<file path="src/rtl/canvas_stream_if.sv">
// Bitmap memory read bus between canvas_stream and its synchronous bitmap RAM.
// The address is issued by the fetch stage; data returns one cycle later.
interface canvas_stream_if #(
   parameter int ADDRW = 16
);
   logic [ADDRW-1:0] bmap_addr;
   logic [15:0]      bmap_data;

   modport master (output bmap_addr, input bmap_data);
   modport slave  (input bmap_addr, output bmap_data);
endinterface

</file>
<file path="src/rtl/canvas_stream.sv">
// Pixel-fetch stage: maps the raster position stream onto a scaled canvas
// window, fetches packed indexed pixels from bitmap memory, resolves them
// through an internal palette and re-emits the position stream three cycles
// later with colour attached (background colour outside the window).
module canvas_stream #(
   parameter int               CORDW      = 16,
   parameter int               BPC        = 5,
   parameter int               CANV_BPP   = 4,
   parameter int               CANV_SCALE = 2,
   parameter int               WIN_WIDTH  = 672,
   parameter int               WIN_HEIGHT = 384,
   parameter int               WIN_STARTX = 0,
   parameter int               WIN_STARTY = 0,
   parameter logic [3*BPC-1:0] BG_COLR    = 'h0886,
   parameter int               ADDRW      = 16,
   parameter string            FILE_PAL   = ""
) (
   input  logic                    clk,
   input  logic                    rst,
   input  logic signed [CORDW-1:0] disp_x,
   input  logic signed [CORDW-1:0] disp_y,
   input  logic                    disp_de,
   input  logic                    disp_frame,
   canvas_stream_if.master         bmap,
   input  logic                    pal_we,
   input  logic [CANV_BPP-1:0]     pal_addr,
   input  logic [3*BPC-1:0]        pal_data,
   output logic signed [CORDW-1:0] out_x,
   output logic signed [CORDW-1:0] out_y,
   output logic                    out_de,
   output logic                    out_frame,
   output logic [BPC-1:0]          out_r,
   output logic [BPC-1:0]          out_g,
   output logic [BPC-1:0]          out_b
);

   localparam int PPW  = 16 / CANV_BPP;
   localparam int PIXW = (PPW > 1) ? $clog2(PPW) : 1;
   localparam int SUBW = (CANV_SCALE > 1) ? $clog2(CANV_SCALE) : 1;
   localparam int COLW = 3 * BPC;

   localparam logic [ADDRW-1:0] ROW_STEP = ADDRW'(WIN_WIDTH / (CANV_SCALE * PPW));
   localparam logic [SUBW-1:0]  SUB_LAST = SUBW'(CANV_SCALE - 1);

   localparam logic signed [CORDW-1:0] X_LO   = CORDW'(WIN_STARTX);
   localparam logic signed [CORDW-1:0] X_HI   = CORDW'(WIN_STARTX + WIN_WIDTH);
   localparam logic signed [CORDW-1:0] X_LAST = CORDW'(WIN_STARTX + WIN_WIDTH - 1);
   localparam logic signed [CORDW-1:0] Y_LO   = CORDW'(WIN_STARTY);
   localparam logic signed [CORDW-1:0] Y_HI   = CORDW'(WIN_STARTY + WIN_HEIGHT);

   // canvas position state
   logic [SUBW-1:0]  hsub, vsub;
   logic [ADDRW-1:0] cx, line_base;
   logic             in_win;

   // pipeline stage 1 (address issued) and stage 2 (bitmap data valid)
   logic signed [CORDW-1:0] s1_x, s1_y, s2_x, s2_y;
   logic                    s1_de, s1_frame, s1_win, s2_de, s2_frame, s2_win;
   logic [PIXW-1:0]         s1_pix, s2_pix;

   logic [COLW-1:0]     pal_mem [0:(1 << CANV_BPP) - 1];
   logic [CANV_BPP-1:0] pix_idx;
   logic [COLW-1:0]     colr;

   // window membership of the current raster position (signed compare)
   always_comb begin
      in_win = disp_de && (disp_x >= X_LO) && (disp_x < X_HI)
                       && (disp_y >= Y_LO) && (disp_y < Y_HI);
   end

   // horizontal/vertical scaling counters; frame start overrides everything
   always_ff @(posedge clk or negedge rst) begin
      if (!rst) begin
         hsub      <= '0;
         cx        <= '0;
         vsub      <= '0;
         line_base <= '0;
      end else if (disp_frame) begin
         hsub      <= '0;
         cx        <= '0;
         vsub      <= '0;
         line_base <= '0;
      end else if (in_win) begin
         if (hsub == SUB_LAST) begin
            hsub <= '0;
            cx   <= cx + ADDRW'(1);
         end else begin
            hsub <= hsub + SUBW'(1);
         end
         if (disp_x == X_LAST) begin
            if (vsub == SUB_LAST) begin
               vsub      <= '0;
               line_base <= line_base + ROW_STEP;
            end else begin
               vsub <= vsub + SUBW'(1);
            end
         end
      end else begin
         hsub <= '0;
         cx   <= '0;
      end
   end

   // bitmap address issue and position pipeline; address holds outside window
   always_ff @(posedge clk or negedge rst) begin
      if (!rst) begin
         bmap.bmap_addr <= '0;
         s1_x     <= '0;
         s1_y     <= '0;
         s1_de    <= 1'b0;
         s1_frame <= 1'b0;
         s1_win   <= 1'b0;
         s1_pix   <= '0;
         s2_x     <= '0;
         s2_y     <= '0;
         s2_de    <= 1'b0;
         s2_frame <= 1'b0;
         s2_win   <= 1'b0;
         s2_pix   <= '0;
      end else begin
         if (in_win) bmap.bmap_addr <= line_base + (cx >> PIXW);
         s1_x     <= disp_x;
         s1_y     <= disp_y;
         s1_de    <= disp_de;
         s1_frame <= disp_frame;
         s1_win   <= in_win;
         s1_pix   <= cx[PIXW-1:0];
         s2_x     <= s1_x;
         s2_y     <= s1_y;
         s2_de    <= s1_de;
         s2_frame <= s1_frame;
         s2_win   <= s1_win;
         s2_pix   <= s1_pix;
      end
   end

   // palette write port; contents survive reset
   always_ff @(posedge clk) begin
      if (pal_we) pal_mem[pal_addr] <= pal_data;
   end

   // pixel select from the returned word and palette lookup; the lookup is
   // sampled on the same edge as a write, so a colliding write returns old data
   always_comb begin
      pix_idx = CANV_BPP'(bmap.bmap_data >> (s2_pix * CANV_BPP));
      colr    = s2_win ? pal_mem[pix_idx] : BG_COLR;
   end

   // registered outputs
   always_ff @(posedge clk or negedge rst) begin
      if (!rst) begin
         out_x     <= '0;
         out_y     <= '0;
         out_de    <= 1'b0;
         out_frame <= 1'b0;
         out_r     <= '0;
         out_g     <= '0;
         out_b     <= '0;
      end else begin
         out_x     <= s2_x;
         out_y     <= s2_y;
         out_de    <= s2_de;
         out_frame <= s2_frame;
         out_r     <= colr[3*BPC-1 -: BPC];
         out_g     <= colr[2*BPC-1 -: BPC];
         out_b     <= colr[BPC-1:0];
      end
   end

endmodule

</file>
<file path="src/flat_wrapper.sv">
// flat-port wrapper written by rule: the top's interface ports become plain ports
module canvas_stream_flat 
#(
   parameter int               CORDW      = 16,
   parameter int               BPC        = 5,
   parameter int               CANV_BPP   = 4,
   parameter int               CANV_SCALE = 2,
   parameter int               WIN_WIDTH  = 672,
   parameter int               WIN_HEIGHT = 384,
   parameter int               WIN_STARTX = 0,
   parameter int               WIN_STARTY = 0,
   parameter logic [3*BPC-1:0] BG_COLR    = 'h0886,
   parameter int               ADDRW      = 16,
   parameter string            FILE_PAL   = ""
)
  (clk, rst, disp_x, disp_y, disp_de, disp_frame, pal_we, pal_addr, pal_data, out_x, out_y, out_de, out_frame, out_r, out_g, out_b, bmap_bmap_addr, bmap_bmap_data);
  canvas_stream_if #(.ADDRW(ADDRW)) bmap_i ();
  input  logic clk;
  input  logic rst;
  input  logic signed [CORDW-1:0] disp_x;
  input  logic signed [CORDW-1:0] disp_y;
  input  logic disp_de;
  input  logic disp_frame;
  input  logic pal_we;
  input  logic [CANV_BPP-1:0] pal_addr;
  input  logic [3*BPC-1:0] pal_data;
  output logic signed [CORDW-1:0] out_x;
  output logic signed [CORDW-1:0] out_y;
  output logic out_de;
  output logic out_frame;
  output logic [BPC-1:0] out_r;
  output logic [BPC-1:0] out_g;
  output logic [BPC-1:0] out_b;
  output wire logic [$bits(bmap_i.bmap_addr)-1:0] bmap_bmap_addr;
  input wire logic [$bits(bmap_i.bmap_data)-1:0] bmap_bmap_data;
  assign bmap_bmap_addr = bmap_i.bmap_addr;
  assign bmap_i.bmap_data = bmap_bmap_data;
  canvas_stream #(.CORDW(CORDW), .BPC(BPC), .CANV_BPP(CANV_BPP), .CANV_SCALE(CANV_SCALE), .WIN_WIDTH(WIN_WIDTH), .WIN_HEIGHT(WIN_HEIGHT), .WIN_STARTX(WIN_STARTX), .WIN_STARTY(WIN_STARTY), .BG_COLR(BG_COLR), .ADDRW(ADDRW), .FILE_PAL(FILE_PAL)) u_core (.clk(clk), .rst(rst), .disp_x(disp_x), .disp_y(disp_y), .disp_de(disp_de), .disp_frame(disp_frame), .bmap(bmap_i), .pal_we(pal_we), .pal_addr(pal_addr), .pal_data(pal_data), .out_x(out_x), .out_y(out_y), .out_de(out_de), .out_frame(out_frame), .out_r(out_r), .out_g(out_g), .out_b(out_b));
endmodule
</file>
<file path="config.mk">
export PLATFORM = sky130hd
export DESIGN_NAME = canvas_stream_flat
export DESIGN_NICKNAME = d
export VERILOG_FILES = /design/src/rtl/canvas_stream_if.sv /design/src/rtl/canvas_stream.sv /design/src/flat_wrapper.sv
export SDC_FILE = /design/constraint.sdc
export NUM_CORES = 1
export LEC_CHECK = 0
export ABC_AREA = 0
export CAP_MARGIN = 20
export CORE_UTILIZATION = 52
export CTS_CLUSTER_DIAMETER = 100
export CTS_CLUSTER_SIZE = 8
export DETAILED_ROUTE_END_ITERATION = 12
export PLACE_DENSITY = 0.7
export SLEW_MARGIN = 15
export SYNTH_ARGS = -nofsm -noshare
export SYNTH_HDL_FRONTEND = slang
export SYNTH_SLANG_ARGS = --single-unit
</file>
<file path="constraint.sdc">
create_clock -name clk -period 2.8 [get_ports clk]
set_clock_uncertainty 0.1 [all_clocks]
set_input_delay 0.56 -clock clk [delete_from_list [all_inputs] [get_ports clk]]
set_output_delay 0.56 -clock clk [all_outputs]
set_load 0.01 [all_outputs]
</file>
; Yosys cells after proc, flatten, opt, wreduce, memory -nomap -nowiden
; Memory sizes are Yosys's and may differ from the RTL's.
; Index checks and enable logic that the tools add are counted.
[totals]
reg_bits = 173
ramBits = 240
in_bits = 72
out_inout_bits = 65
wordCells = 63
n_memories = 1
[op_classes]
addsub = 5
order_cmp = 4
eq_ne = 2
n_shift = 1
mux = 17
n_reduce_logical = 9
[mem_list]
columns = name, depth, word_bits, rd, rd_clocked_by_memory_dff, write_ports, line_no
row1 = u_core.pal_mem, 16, 15, 1, 0, 1, canvas_stream.sv:61  ; logic [COLW-1:0] pal_mem [0:(1 << CANV_BPP) - 1];
[ops]
columns = op, count
row1 = 16-bit 2-to-1 mux, 7
row2 = "16-bit by 1-bit greater-or-equal comparator with 1-bit output, second input constant", 2
row3 = "16-bit by 1-bit adder with 16-bit output, second input constant", 1
row4 = 16-bit by 14-bit adder with 16-bit output, 1
row5 = "16-bit by 7-bit adder with 16-bit output, second input constant", 1
row6 = "16-bit by 11-bit == test with 1-bit output, second input constant", 1
row7 = "16-bit by 10-bit < comparator with 1-bit output, second input constant", 1
row8 = "16-bit by 11-bit < comparator with 1-bit output, second input constant", 1
row9 = 16-bit by 4-bit >> shifter with 4-bit output, 1
row10 = 15-bit 2-to-1 mux, 1
row11 = 1-bit 2-to-1 mux, 9
row12 = 2-bit nonzero test, 3
row13 = 1-bit logical AND, 4
row14 = "3-bit by 2-bit inequality test with 1-bit output, second input constant", 1
row15 = 3-bit AND reduction, 1
row16 = "1-bit adder, second input constant", 2
row17 = 2-bit AND reduction, 1

; Longest topological paths before layout
[logic_depth]
word_depth = 7
ltp_mapped = 11
ltp_nobuf = 8

; Worst setup path after synthesis
; No wires, ideal clock.
[synth_path]
kind = input -> register
startpoint = in pal_addr[2]
endpoint = mem u_core.pal_mem[0][0] (netlist name), enable pin
setup_ps = 406
t_arrival_ps = 2139
required_ps = 2294
setup_slack_ps = 155
path_stages = 2
path_buffers = 0
cell_sequence = or3b_2 -> nor3_1
[synth_rtl]
columns = item, line_no
row1 = start: declaration, flat_wrapper.sv:25  ; input logic [CANV_BPP-1:0] pal_addr;
row2 = end: declaration, canvas_stream.sv:61
; Straight into the memory's write port.

; Final worst setup path
[layout_path]
startpoint = reg u_core.s2_pix[1]
endpoint = reg u_core.out_b[4]
[layout_via]
elab_chain_len = 3
[layout_lines]
columns = item, line_no
row1 = start: declaration, canvas_stream.sv:59  ; logic [PIXW-1:0] s1_pix, s2_pix;
row2 = start signal: assignment, canvas_stream.sv:133  ; s2_pix <= s1_pix;
row3 = 16-bit by 4-bit >> shifter with 4-bit output, canvas_stream.sv:145  ; pix_idx = CANV_BPP'(bmap.bmap_data >> (s2_pix * CANV_BPP));
row4 = memory 16 x 15 bit, n/a
row5 = 15-bit 2-to-1 mux, canvas_stream.sv:146  ; colr = s2_win ? pal_mem[pix_idx] : BG_COLR;
row6 = net u_core.colr[4], canvas_stream.sv:63  ; logic [COLW-1:0] colr;
row7 = end signal: assignment, canvas_stream.sv:166  ; out_b <= colr[BPC-1:0];
row8 = end: declaration, canvas_stream.sv:34  ; output logic [BPC-1:0] out_b
; The timed path passes the listed nets, and every way through them passes these cells.
; A chain may end at the register's enable or synchronous reset.

==> impl_results.rst <==
.. list-table::
   :header-rows: 1

   * - Metric
     - Value
   * - Total detailed-routing wirelength
     - 31.7 mm
   * - Critical path fanouts, max
     - 8
   * - RSZ-0062 raised after global routing
     - no
   * - Detailed-placement wirelength estimate
     - 19.5 mm
   * - Setup TNS
     - 0 ps
   * - Pin count of the biggest net entering global routing
     - 67
   * - TritonCTS Sinks
     - 411
   * - Power density over the cells
     - 705 nW/um^2
   * - Post-Synthesis Net Count
     - 940
   * - Final period util
     - 97.4%
   * - Fin nets
     - 1174
   * - IR drop worst, VDD
     - 581 uV
   * - Critical Path End Type
     - register
   * - Wire length of the first global-routing pass
     - 49.1 mm
   * - Number of distinct standard cells referenced by the synthesized netlist
     - 49
   * - Initial core utilization
     - 53.5%
   * - Number of global-route vias before repair
     - 8550
   * - Chip Height
     - 172 um
   * - Number of buffers created by CTS
     - 57
   * - Post-synth EDFFs
     - 240
   * - Arrival time at the worst endpoint
     - 3080 ps
   * - Number of optimization iterations in the first detailed-route pass
     - 5
   * - Ports placed on the boundary
     - 137
   * - Width of the die
     - 172 um
   * - Buffer type at the clock tree root
     - sky130_fd_sc_hd__clkbuf_16
   * - Actual slew at the worst max-slew pin
     - 728 ps
   * - Maximum clock rate
     - 367 MHz
   * - DRC violation count after routing
     - 0
   * - Fraction of final layout cells with drive strength greater than 1
     - 17.2%
   * - Post-detailed-placement cell area
     - 17400 um^2
   * - Number of failing hold endpoints at the final stage
     - 0
   * - Number of standard cells in the final layout excluding fillers
     - 1502
   * - Type of the tightest min-delay check
     - register to register
   * - Count of pins over their slew limit
     - 0
   * - Diode insertion count for antenna repair
     - 0
   * - Overall die area
     - 29700 um^2
   * - Mean instance size in the synthesized netlist
     - 17.7 um^2
   * - Status
     - finished, final reports clean
   * - Buffers added on ports
     - 136
   * - Cell Count Post-Placement
     - 1406
   * - Number of DRC markers after the initial detailed-route iteration
     - 761
   * - Final period demand of the worst path
     - 2730 ps
   * - Wire length per cell after detailed routing
     - 21.1 um
   * - Ratio of routed vias to standard cells
     - 5.48
   * - Gate count after technology mapping
     - 854
   * - Proportion of register bits with asynchronous set or reset after synthesis
     - 41.6%
   * - Count of H-tree levels built during CTS
     - 2
   * - Number of antenna violations at the first check in global routing
     - 3
   * - Worst relative slew slack
     - 51.3%
   * - Clock insertion delay at the later pin of the skew report
     - 600 ps
   * - Clock-pin slew of the registers on the worst-case setup and hold paths
     - 50 ps
   * - Required time worst endpoint
     - 3150 ps
   * - Critical path startpoint category
     - register
   * - Synth Cell Area
     - 15100 um^2
   * - Vias
     - 8229
   * - Std-Cell Rows
     - 61
   * - Area Growth Syn to Fin
     - 26.5%
   * - Core area
     - 28200 um^2
   * - Post-synthesis sequential area ratio
     - 76.2%
   * - Max-cap viol count
     - 0
   * - Final instance area
     - 19100 um^2
   * - Synthesis-stage register bit count
     - 411
   * - RD Place Congestion
     - 0.792
   * - Predominant post-synthesis flop cell
     - sky130_fd_sc_hd__edfxtp_1
   * - Worst-case clock buffer depth
     - 3
   * - Overflow after GRT
     - 0
   * - Syn. warnings
     - 0
   * - Number of endpoints failing setup at the final stage
     - 0
   * - Overall power of the completed layout
     - 0.0134 W
   * - Total global routing track utilization
     - 22.7%
   * - Clock tree from TritonCTS
     - done
   * - Path type of the worst setup path
     - register to register
   * - Number of nets with antenna violations after routing
     - 0
   * - Standby leakage power
     - 7.19 nW
   * - Number of setup buffers added after CTS
     - 0
==> per-layer routing <==
metal | vias to the layer above | part of all wire [%] | track usage (%) | wire (um)
li1 | 3695 | - | - | -
met4 | 2 | 1.9 | 6.12 | 592
met3 | 59 | 8.7 | 6.87 | 2770
met5 | - | 0.041 | 0 | 13
met2 | 292 | 47 | 35.7 | 15000
met1 | 4181 | 42 | 31.0 | 13400
==> power by group <==
group / internal [W] / switching [W] / total, W
combinational: 0.000296 / 0.000305 / 0.000601
clock: 0.00377 / 0.00245 / 0.00622
sequential: 0.00659 / 0.0000364 / 0.00662
total: 0.0107 / 0.00279 / 0.0134
==> logic make-up (layout without fill, tap and decap cells) <==
group	Yosys count	count (layout)	share of synthesized area, %
AO/OA/AOI/OAI	86	86	3.72
AND/OR/NAND/NOR	182	182	5.78
buffers and inverters	35	305	1.20
flip-flops	411	411	76.2
adder cells (fa/ha/maj)	14	14	1.16
XOR/XNOR	38	38	2.21
multiplexers	88	88	9.74
==> metrics by stage <==
stage          hold slack (ps)  setup WS, ps  util, %
4_1_cts                    199          12.5     67.7
2_1_floorplan              164           155        -
6_report                   197          72.5     67.7
3_5_place_dp               235          -367     61.8
5_1_grt                    218          15.5     67.7
3_3_place_gp               232          -220     61.8
==> worst max-delay path, cell delays in order (launching register included) <==
cell and delay [ps]:
sky130_fd_sc_hd__dfrtp_1 540, sky130_fd_sc_hd__mux2_4 350, sky130_fd_sc_hd__a21o_4 270, sky130_fd_sc_hd__buf_4 150
sky130_fd_sc_hd__buf_4 160, sky130_fd_sc_hd__nand2_1 80, sky130_fd_sc_hd__a21oi_1 70, sky130_fd_sc_hd__a2111oi_1 600
sky130_fd_sc_hd__buf_4 210, sky130_fd_sc_hd__nor3_1 40
==> final timing paths <==
path                                  start               end  slack (ps)  depth (start not counted)
setup reg to reg           u_core.s2_pix[1]   u_core.out_b[4]          70                          9
setup / recovery           u_core.s2_pix[1]   u_core.out_b[4]          70                          9
max in group asynchronous               rst  u_core.s1_pix[1]        1490                          3
min in group asynchronous               rst    u_core.s1_x[3]         440                          2
hold reg to reg               u_core.s1_win     u_core.s2_win         200                          0
hold / removal                u_core.s1_win     u_core.s2_win         200                          0
==> cell type report <==
type	count	area (um^2)
Sequential cell	411	11500
Tap cell	378	473
Clock inverter	4	97.6
Fill cell	1869	9090
Inverter	5	20.0
Timing Repair Buffer	205	2000
Multi-Input combinational cell	408	3440
Clock buffer	91	1550
==> placed cells by master (no fill, tap or decap), drive strengths merged, types with 22 or more instances in the layout <==
| cell type | instances |
|---|---|
| dfrtp | 171 |
| mux4 | 46 |
| mux2i | 39 |
| nand2 | 65 |
| edfxtp | 240 |
| clkbuf | 91 |
| xor2 | 22 |
| nor2 | 54 |
| buf | 69 |
| clkdlybuf4s50 | 135 |
==> state kept, by name (all words and copies together), names as in the netlist, 5 cells and up <==
| name | flops |
|---|---|
| u_core.pal_mem | 240 |
| u_core.bmap.bmap_addr | 16 |
| u_core.cx | 16 |
| u_core.out_x | 16 |
| u_core.out_y | 16 |
| u_core.s1_x | 16 |
| u_core.s1_y | 16 |
| u_core.s2_x | 16 |
| u_core.s2_y | 16 |
| u_core.line_base | 14 |
| u_core.out_b | 5 |
| u_core.out_g | 5 |
| u_core.out_r | 5 |
==> cell usage after synthesis (3+ instances only) <==
cell type / number / share of area (%)
sky130_fd_sc_hd__edfxtp_1: 240 / 48
sky130_fd_sc_hd__clkbuf_1: 14 / 0.35
sky130_fd_sc_hd__nand2_1: 65 / 1.6
sky130_fd_sc_hd__nand3_1: 11 / 0.37
sky130_fd_sc_hd__buf_2: 6 / 0.20
sky130_fd_sc_hd__buf_6: 4 / 0.30
sky130_fd_sc_hd__nand2b_1: 4 / 0.17
sky130_fd_sc_hd__a21o_1: 3 / 0.15
sky130_fd_sc_hd__a31oi_1: 5 / 0.21
sky130_fd_sc_hd__dfrtp_1: 171 / 28
sky130_fd_sc_hd__nand4_1: 4 / 0.17
sky130_fd_sc_hd__a221o_1: 6 / 0.40
sky130_fd_sc_hd__xnor2_1: 16 / 0.93
sky130_fd_sc_hd__o21ai_0: 18 / 0.60
sky130_fd_sc_hd__and3_1: 9 / 0.37
sky130_fd_sc_hd__a22o_1: 6 / 0.35
sky130_fd_sc_hd__nor2b_1: 4 / 0.17
sky130_fd_sc_hd__ha_1: 14 / 1.2
sky130_fd_sc_hd__nor3_1: 12 / 0.40
sky130_fd_sc_hd__a2111oi_0: 5 / 0.29
sky130_fd_sc_hd__nor4b_2: 3 / 0.30
sky130_fd_sc_hd__mux4_2: 46 / 6.9
sky130_fd_sc_hd__buf_1: 3 / 0.075
sky130_fd_sc_hd__buf_4: 3 / 0.15
sky130_fd_sc_hd__or3_1: 5 / 0.21
sky130_fd_sc_hd__mux2i_1: 39 / 2.6
sky130_fd_sc_hd__o22ai_1: 10 / 0.42
sky130_fd_sc_hd__o21a_1: 4 / 0.20
sky130_fd_sc_hd__inv_1: 4 / 0.10
sky130_fd_sc_hd__nor2_1: 54 / 1.3
sky130_fd_sc_hd__a21oi_1: 20 / 0.66
sky130_fd_sc_hd__xor2_1: 22 / 1.3
==> what timing repair did <==
item,CTS,global route
endpoints found under the hold margin,62,0
hold buffers,1,0
resized for setup,0,2
setup endpoints to repair,0,2
No activity file was read; power rests on OpenSTA's default activity.
